### src/rtl/dds_sweep_ctrl.sv
// Key-driven DDS tuning-word controller: clamped manual frequency steps, wrapping
// phase steps, and an autonomous triangle frequency sweep with programmable dwell.
//
// state  | meaning
// S_IDLE | manual control; keys 1/2 adjust frequency, dwell counter parked at 0
// S_UP   | sweeping upward by SWEEP_STEP every DWELL cycles
// S_DOWN | sweeping downward by SWEEP_STEP every DWELL cycles
module dds_sweep_ctrl #(
  parameter logic [15:0] FRE_INIT   = 16'd500,
  parameter logic [15:0] FRE_STEP   = 16'd50,
  parameter logic [15:0] PHA_STEP   = 16'd1000,
  parameter logic [15:0] FRE_MIN    = 16'd100,
  parameter logic [15:0] FRE_MAX    = 16'd10000,
  parameter logic [15:0] SWEEP_STEP = 16'd10,
  parameter logic [23:0] DWELL      = 24'd1000
) (
  input  logic        clk,
  input  logic        rst_n,
  input  logic [3:0]  key_value,
  output logic [15:0] fre_data,
  output logic [15:0] pha_data,
  output logic        upd,
  output logic        sweeping,
  output logic        sweep_dir
);

  typedef enum logic [1:0] {S_IDLE, S_UP, S_DOWN} state_t;

  localparam logic [16:0] LP_MAN_DN_LIM = {1'b0, FRE_MIN} + {1'b0, FRE_STEP};
  localparam logic [16:0] LP_SWP_DN_LIM = {1'b0, FRE_MIN} + {1'b0, SWEEP_STEP};
  localparam logic [23:0] LP_DWELL_TC   = DWELL - 24'd1;

  state_t      r_state, w_state_nxt;
  logic [3:0]  r_key_prev;
  logic [23:0] r_dwell, w_dwell_nxt;
  logic [15:0] r_fre, r_pha, w_fre_nxt, w_pha_nxt;
  logic        r_upd, r_sweeping, r_sweep_dir;
  logic        w_press, w_tc;
  logic [16:0] w_man_up, w_swp_up;

  assign w_press  = (key_value != 4'd0) && (key_value != r_key_prev);
  assign w_tc     = (r_dwell == LP_DWELL_TC);
  assign w_man_up = {1'b0, r_fre} + {1'b0, FRE_STEP};
  assign w_swp_up = {1'b0, r_fre} + {1'b0, SWEEP_STEP};

  always_comb begin
    w_state_nxt = r_state;
    w_dwell_nxt = r_dwell;
    w_fre_nxt   = r_fre;
    w_pha_nxt   = r_pha;

    if (r_state != S_IDLE) begin
      if (w_tc) begin
        w_dwell_nxt = '0;
        if (r_state == S_UP) begin
          if (w_swp_up >= {1'b0, FRE_MAX}) begin
            w_fre_nxt   = FRE_MAX;
            w_state_nxt = S_DOWN;
          end else begin
            w_fre_nxt = w_swp_up[15:0];
          end
        end else begin
          if ({1'b0, r_fre} <= LP_SWP_DN_LIM) begin
            w_fre_nxt   = FRE_MIN;
            w_state_nxt = S_UP;
          end else begin
            w_fre_nxt = r_fre - SWEEP_STEP;
          end
        end
      end else begin
        w_dwell_nxt = r_dwell + 24'd1;
      end
    end

    // Key decode runs last so stop/restore override a coincident sweep step.
    if (w_press) begin
      case (key_value)
        4'd1: if (r_state == S_IDLE)
                w_fre_nxt = (w_man_up > {1'b0, FRE_MAX}) ? FRE_MAX : w_man_up[15:0];
        4'd2: if (r_state == S_IDLE)
                w_fre_nxt = ({1'b0, r_fre} < LP_MAN_DN_LIM) ? FRE_MIN : (r_fre - FRE_STEP);
        4'd3: w_pha_nxt = r_pha + PHA_STEP;
        4'd4: w_pha_nxt = r_pha - PHA_STEP;
        4'd5: if (r_state == S_IDLE) begin
                w_state_nxt = S_UP;
                w_dwell_nxt = '0;
              end
        4'd6: if (r_state != S_IDLE) begin
                w_state_nxt = S_IDLE;
                w_dwell_nxt = '0;
                w_fre_nxt   = r_fre;
              end
        4'd7: begin
                w_state_nxt = S_IDLE;
                w_dwell_nxt = '0;
                w_fre_nxt   = FRE_INIT;
                w_pha_nxt   = 16'd0;
              end
        default: ;
      endcase
    end
  end

  always_ff @(posedge clk or negedge rst_n) begin
    if (!rst_n) begin
      r_state     <= S_IDLE;
      r_key_prev  <= 4'd0;
      r_dwell     <= '0;
      r_fre       <= FRE_INIT;
      r_pha       <= 16'd0;
      r_upd       <= 1'b0;
      r_sweeping  <= 1'b0;
      r_sweep_dir <= 1'b0;
    end else begin
      r_state     <= w_state_nxt;
      r_key_prev  <= key_value;
      r_dwell     <= w_dwell_nxt;
      r_fre       <= w_fre_nxt;
      r_pha       <= w_pha_nxt;
      r_upd       <= (w_fre_nxt != r_fre) || (w_pha_nxt != r_pha);
      r_sweeping  <= (w_state_nxt != S_IDLE);
      r_sweep_dir <= (w_state_nxt == S_UP);
    end
  end

  assign fre_data  = r_fre;
  assign pha_data  = r_pha;
  assign upd       = r_upd;
  assign sweeping  = r_sweeping;
  assign sweep_dir = r_sweep_dir;

endmodule
### config.mk
export PLATFORM = sky130hd
export DESIGN_NAME = dds_sweep_ctrl
export DESIGN_NICKNAME = d
export VERILOG_FILES = /design/src/rtl/dds_sweep_ctrl.sv
export SDC_FILE = /design/constraint.sdc
export NUM_CORES = 1
export LEC_CHECK = 0
export CAP_MARGIN = 15
export CORE_MARGIN = 2
export CORE_UTILIZATION = 25
export DETAILED_ROUTE_END_ITERATION = 10
export MAX_ROUTING_LAYER = met4
export SLEW_MARGIN = 20
export SYNTH_ARGS = -nofsm -noshare
export SYNTH_HDL_FRONTEND = slang
export SYNTH_SLANG_ARGS = --single-unit
### constraint.sdc
create_clock -name clk -period 6.85 [get_ports clk]
set_clock_uncertainty 0.1 [all_clocks]
set_input_delay 2.055 -clock clk [delete_from_list [all_inputs] [get_ports clk]]
set_output_delay 2.055 -clock clk [all_outputs]
set_load 0.005 [all_outputs]
## Word-level counts from Yosys, hierarchy flattened

Index checks and enable logic that the tools add are counted.

- Bits of input ports: 6
- Register bits after elaboration: 65
- Memories kept: 0
- RAM bits: 0
- Bits in read-only memories: 0
- Bits in latches: 0

- Divide/modulo/power cells: 0
- Magnitude comparators: 4
- Multiply operators: 0
- Shifts and indexed selects: 0
- Bitwise operators: 0
- Equality and inequality tests: 13
- $add $sub $neg: 7
- Multiplexer cells: 29
- Reduce and logical (&&, ||, !) cells: 6

Operators with widths:

| kind | number |
|---|---|
| $mux 16 | 12 |
| $mux 24 | 5 |
| $pmux 24 s3 | 1 |
| $pmux 16 s4 | 1 |
| $pmux 16 s3 | 1 |
| $ne 16x16->1 | 2 |
| $add 24x1->24 const B | 1 |
| $eq 24x10->1 const B | 1 |
| $add 16x4->17 const B | 1 |
| $add 16x6->17 const B | 1 |
| $ge 17x14->1 const B | 1 |
| $gt 17x14->1 const B | 1 |
| $add 16x10->16 const B | 1 |
| $eq 4x3->1 const B | 4 |
| $le 16x7->1 const B | 1 |
| $lt 16x8->1 const B | 1 |
| $mux 2 | 8 |
| $sub 16x10->16 const B | 1 |
| $sub 16x4->16 const B | 1 |
| $sub 16x6->16 const B | 1 |
| $eq 4x2->1 const B | 2 |
| $pmux 2 s3 | 1 |
| $eq 2x1->1 const B | 2 |
| $eq 4x1->1 const B | 1 |
| 6 further kinds | 7 |

## Logic depth before layout (Yosys ltp)

Gate-level depths: netlist of run 1.

- Depth after elaboration: 11
- Mapped depth: 15

## Worst setup path before layout of run 1

Ideal clock, no wire load.

- Path kind: input to register
- Start point: input key_value[2]
- End point: register r_upd (netlist: upd)
- Library setup time: 140 ps
- Data arrival time: 4834 ps
- Path slack: 1776 ps
- Required time: 6610 ps
- Path buffers: 1
- Stages on the path: 15
- Path through: buf_2 nor2b_1 nand2_1 inv_1 ha_1 a21o_1 a21o_1 a2111oi_0 o21ai_0 nand2_1 xnor2_1 nand2_1 a31o_2 nor4_1 nand4_1

- Word-level cells in the longest chain between the ends: 5
- Elaborated cells on any way between the ends: 16
- Those cells by class: 9 x eq/ne; 4 x mux; 3 x reduce/logical

Ends and longest elaborated chain:

| item | line | RTL |
|---|---|---|
| from (decl) | 19 | `input logic [3:0] key_value,` |
| $eq 4x3->1 (tied with other cells) | 77 | `case (key_value)` |
| $pmux 16 s4 (tied with other cells) | 77 |  |
| $mux 16 | 76 | `if (w_press) begin` |
| $ne 16x16->1 | 120 | `r_upd <= (w_fre_nxt != r_fre) \|\| (w_pha_nxt != r_pha);` |
| $logic_or 1x1->1 (*) | 120 |  |
| to (signal assigned) | 120 |  |
| to (decl) | 37 | `logic r_upd, r_sweeping, r_sweep_dir;` |

Every way passes the cells marked *; elsewhere a longest branch is shown, timed or not.

## Final worst setup path of run 1

- Start point: input key_value[0]
- End point: register r_upd (netlist: upd)

Same word-level chain as after synthesis.

==> results.json, run 1 <==
{
  "yosysMostFrequentCell": "nor2_1",
  "syn_area_per_cell_um2": 7.64,
  "setup_violations": 0,
  "pre_cts_slack_ns": 0.671,
  "antenna_found_initial": 0,
  "overflow": 0,
  "drt_iter0_drc": 806,
  "finalCriticalPeriod_ns": 5.80,
  "row_count": 59,
  "run_status": "finished, final reports clean",
  "diodes": 0,
  "ys_seq_elements": 65,
  "synth_cell_type_count": 92,
  "layout-drive-gt1-share_pct": 9.56,
  "dr_total_vias": 7165,
  "maxSlewHeadroom_pct": 25.3,
  "cp-end-kind": "flip-flop",
  "fin_ws_ns": 1.05,
  "synth_top_cells_by_area": "dfrtp_1 (22%), nor2_1 (5.0%), o21ai_0 (4.7%)",
  "wl_um": 25800,
  "first_pass_iters": 6,
  "grt_pass1_wl_um": 40300,
  "rsz0062_at_grt": "no",
  "final_nets": 896,
  "yosysTopAreaCell": "dfrtp_1",
  "track_usage_pct": 18.7,
  "grt_start_max_net_pins": 66,
  "cts_buffers": 9,
  "irDropWorstVdd_uv": 183,
  "synth_edf_count": 0,
  "areaGrowthSynthToFinish_pct": 15.3,
  "required_ns": 6.96,
  "clkTransAtPathRegs_ns": 0.06,
  "fmax_mhz": 173,
  "num-fill-cells": 2808,
  "place.detailed.hpwl_um": 18700,
  "h-tree-depth": 3,
  "synth.net_count": 889,
  "die_width_um": 167,
  "synth_top_area_share_pct": 22.3,
  "grt_pass1_vias": 6838,
  "syn_inst": 867,
  "final_hold_viol_count": 0,
  "drc": 0,
  "hold_path_class": "flip-flop to flip-flop",
  "reg2regPathDepth": 11,
  "critical_path.max_fanout": 16,
  "post-cts-setup-buffers": 0,
  "cts_tree": "yes",
  "die-area_mm2": 0.0278,
  "cts.path.max_buffers": 2,
  "die_height_um": 167,
  "cts_sinks": 65,
  "post-route-period-util_pct": 84.6,
  "root_buffer": "clkbuf_16",
  "core-area_mm2": 0.0261,
  "yosys_warnings": 0,
  "detail_route.wl_per_cell_um": 21.3,
  "postRouteAntennaNets": 0,
  "tns_ns": 0,
  "cts_resized": 0,
  "leakage_nw": 2.72,
  "tightest_slew_ns": 1.12,
  "hold_depth": 1,
  "io_buffer_count": 40,
  "via_per_inst": 5.90,
  "synth.yosys.seq_area_share_pct": 24.7,
  "cts_hold_buf": 0,
  "synth_common_cells": "nor2_1 (89), nand2_1 (82), o21ai_0 (62), dfrtp_1 (59), nand3_1 (48)",
  "cp-start-kind": "input port",
  "start_util_pct": 25.4,
  "ys.flop_type": "dfrtp_1",
  "max-cap-violations": 0,
  "insertion_delay_ns": 0.35,
  "io_pins": 41,
  "synth_async_sr_flop_share_pct": 100,
  "cp_data_arrival_time_ns": 5.91,
  "syn-cell-area_mm2": 0.00662,
  "path_class": "input port to flip-flop",
  "slew_violations": 0,
  "cellPowerDensity_mw_per_mm2": 349,
  "gp_congestion": 0.968
}
-- routing by layer --
metal | global-route usage [%] | wire length (um) | vias up
met3 | 2.59 | 1610 | 60
met5 | - | 0 | -
li1 | - | - | 3294
met1 | 24.8 | 11400 | 3486
met4 | 6.97 | 760 | 0
met2 | 29.1 | 12100 | 325
-- sequential cells by signal, indices dropped and copies added, names as in the netlist --
name,cells
r_state,2
r_dwell,24
upd,1
r_key_prev,4
fre_data,16
sweeping,1
sweep_dir,1
pha_data,16
-- cell usage in the layout, fill, tap and decap left out, types with 6 or more instances in the layout --
| master | n |
|---|---|
| o21a_1 | 10 |
| a31oi_1 | 16 |
| nor4_1 | 17 |
| ha_1 | 15 |
| clkdlybuf4s50_1 | 39 |
| or2_2 | 9 |
| or3_1 | 10 |
| and3_1 | 10 |
| xor2_1 | 16 |
| inv_1 | 14 |
| nor3_1 | 25 |
| clkbuf_16 | 9 |
| a211oi_1 | 8 |
| nand3_1 | 48 |
| dfstp_2 | 6 |
| a22o_1 | 7 |
| a21oi_1 | 41 |
| o211ai_1 | 13 |
| nand2_1 | 82 |
| nor2_1 | 89 |
| o21ai_1 | 10 |
| buf_4 | 15 |
| xnor2_1 | 35 |
| a221oi_1 | 6 |
| nand4_1 | 20 |
| nor2b_1 | 9 |
| and2_1 | 12 |
| or4_1 | 6 |
| o31ai_1 | 11 |
| a21o_1 | 6 |
| nand2b_1 | 12 |
| o21ai_0 | 62 |
| dfrtp_1 | 59 |
-- cell type report --
class | count | area, um^2 | share of cell area (%)
Sequential cell | 65 | 1630 | 21.4
Clock inverter | 7 | 100 | 1.31
Clock buffer | 9 | 225 | 2.95
Multi-Input combinational cell | 729 | 4690 | 61.5
Tap cell | 335 | 419 | 5.49
Timing Repair Buffer | 55 | 508 | 6.65
Inverter | 14 | 52.6 | 0.688
-- report_power, final --
group	internal (mW)	leakage, nW	switching (mW)
combinational	0.566	1.72	0.885
clock	0.322	0.161	0.192
sequential	0.471	0.842	0.230
-- path summary, 6_finish.rpt --
kind / start / to / slack (ns)
max in group asynchronous: rst_n / fre_data[12] / 4.28
hold reg to reg: pha_data[1] / pha_data[1] / 0.42
setup / recovery: key_value[0] / upd / 1.05
setup reg to reg: fre_data[2] / upd / 1.82
hold / removal: pha_data[1] / pha_data[1] / 0.42
min in group asynchronous: rst_n / r_dwell[17] / 1.80
-- logic make-up after synthesis --
kind of cell    Yosys count  share of synthesized area (%)
compound gates          273                           29.2
fa+ha+maj                16                           3.14
buf+inv                  73                           5.10
flops                    65                           24.7
mux                       8                           1.27
xor+xnor                 51                           6.75
simple gates            381                           29.9
-- through the flow --
| step | hold slack (ns) | instance area (um^2) | power [mW] | instances | utilization, % |
|---|---|---|---|---|---|
| 6_report | 0.418 | 7630 | 2.67 | 1214 | 29.3 |
| 3_5_place_dp | 0.401 | 7300 | 2.12 | 1198 | 28.0 |
| 2_1_floorplan | 0.372 | 6620 | 1.61 | 867 | - |
| 3_3_place_gp | 0.396 | 7300 | 2.13 | 1198 | 28.0 |
| 5_1_grt | 0.446 | 7630 | 2.82 | 1214 | 29.3 |
| 4_1_cts | 0.418 | 7630 | 2.64 | 1214 | 29.3 |
-- critical path, stage by stage --
cell and delay (ns):
clkdlybuf4s50_1 0.71, nor2_1 0.25, nand2_1 0.19, inv_1 0.27
ha_1 0.28, a21o_1 0.15, a21o_1 0.21, a2111oi_0 0.56
o21ai_0 0.19, nand2_1 0.11, xnor2_1 0.11, nand2_1 0.08
a31o_2 0.28, nor4_1 0.32, nand4_1 0.13
(Power assumes the default switching activity.)
==> inputs of run 2 (changes only) <==
clock period = 5.1 ns   (was 6.85 ns; I/O delays follow)
==> results.json, run 2 (synthesized netlist as in run 1, its figures left out) <==
{
  "place.detailed.hpwl_um": 20200,
  "largest_reg_flops": 24,
  "setup_violations": 0,
  "tns_ns": 0,
  "cp_data_arrival_time_ns": 4.93,
  "r2r_slack_ns": 0.75,
  "clkTransAtPathRegs_ns": 0.06,
  "hold_path_class": "flip-flop to flip-flop",
  "drt_iter0_drc": 712,
  "cellPowerDensity_mw_per_mm2": 448,
  "timing.rr.end": "upd",
  "cp-start-kind": "input port",
  "post-route-period-util_pct": 94.5,
  "slew_violations": 0,
  "required_ns": 5.21,
  "grt_start_max_net_pins": 32,
  "areaGrowthSynthToFinish_pct": 21.2,
  "crit_start": "key_value[1]",
  "reg2regPathDepth": 12,
  "cp-end-kind": "flip-flop",
  "root_buffer": "clkbuf_16",
  "critical_path.max_fanout": 6,
  "rsz0062_at_grt": "no",
  "dp.cells": 1257,
  "grt_pass1_wl_um": 41800,
  "grt_pass1_vias": 7134,
  "h-tree-depth": 3,
  "drc": 0,
  "row_count": 59,
  "cts.path.max_buffers": 2,
  "hold_ws_ns": 0.413,
  "insertion_delay_ns": 0.35,
  "irDropWorstVdd_uv": 281,
  "cts_buffers": 9,
  "crit_end": "upd",
  "run_status": "finished, final reports clean",
  "grt_busiest_layer": "met2",
  "detail_route.wl_per_cell_um": 20.9,
  "pre_cts_slack_ns": -0.0348,
  "die_width_um": 167,
  "fmax_mhz": 207,
  "cts_tree": "yes",
  "path_class": "input port to flip-flop",
  "finalCriticalPeriod_ns": 4.82,
  "final_nets": 955,
  "tightest_slew_ns": 0.898,
  "final_common_cell": "nor2_1",
  "track_usage_pct": 19.4,
  "io_pins": 41,
  "antenna_found_initial": 0,
  "die_height_um": 167,
  "core-area_mm2": 0.0261,
  "leakage_nw": 2.98,
  "overflow": 0,
  "cts_resized": 0,
  "maxSlewHeadroom_pct": 39.9,
  "via_per_inst": 5.84,
  "cts_sinks": 65,
  "start_util_pct": 25.4,
  "first_pass_iters": 8,
  "stdcell_count": 1273,
  "wl_um": 26600,
  "grt_util_met3_pct": 3.54,
  "rr_startpoint": "fre_data[1]",
  "grtUsageMet1_pct": 25.5,
  "fin_ws_ns": 0.278,
  "power.total_mw": 3.59,
  "dr_total_vias": 7435,
  "cts_hold_buf": 0,
  "max-cap-violations": 0,
  "layout-drive-gt1-share_pct": 15.2,
  "final_hold_viol_count": 0,
  "io_buffer_count": 40,
  "use_met2_pct": 29.7,
  "gp_congestion": 1.02,
  "post-cts-setup-buffers": 0,
  "die-area_mm2": 0.0278,
  "postRouteAntennaNets": 0,
  "largest-register": "r_dwell",
  "diodes": 0,
  "final_cell_mix": "nor2_1 (89), nand2_1 (82), buf_4 (74)"
}
run 2: where the power goes:
part | internal (mW) | switching (mW)
logic | 0.840 | 1.33
registers | 0.631 | 0.194
clock network | 0.333 | 0.266
total | 1.80 | 1.79
run 2: metrics by stage:
step,util (%),cell area (um^2)
floorplan,-,6620
global route,30.8,8030
global placement,29.7,7740
detailed placement,29.7,7740
finish,30.8,8030
CTS,30.8,8030
run 2: worst min path at each step:
stage	end	cells after the start	startpoint
floorplan	r_dwell[23]	1	r_dwell[23]
global placement	pha_data[1]	1	pha_data[1]
detailed placement	pha_data[1]	1	pha_data[1]
CTS	pha_data[1]	1	pha_data[1]
global route	pha_data[1]	1	pha_data[1]
finish	pha_data[0]	1	pha_data[0]
run 2: per-layer routing:
metal / share of wire (%) / up-vias
met5: 0 / -
met4: 3.4 / 0
met3: 7.9 / 72
met2: 45 / 366
li1: - / 3406
met1: 44 / 3591
run 2: layout make-up:
class | instances | area, um^2
multi-input cells | 729 | 4690
fillers | 2825 | 18000
flip-flops and latches | 65 | 1630
repair buffers | 114 | 951
well taps | 335 | 419
inverters | 14 | 52.6
clock inverters | 7 | 56.3
clock buffers | 9 | 225
run 2: critical path, stage by stage:
cell and delay, ns:
clkdlybuf4s50_1 0.55, buf_4 0.22, nand2b_1 0.16, nor3_2 0.55
nand3_1 0.18, o21ai_2 0.40, nor3_1 0.13, a311oi_1 0.41
nand4_1 0.21, nor4_1 0.45, nand4_1 0.13
==> inputs of run 3 (changes only) <==
CAP_MARGIN = 30   (was 15)
SLEW_MARGIN = 0   (was 20)
==> results of run 3 <==
Same layout as run 2: the final DEF is identical, and so are final timing and power.
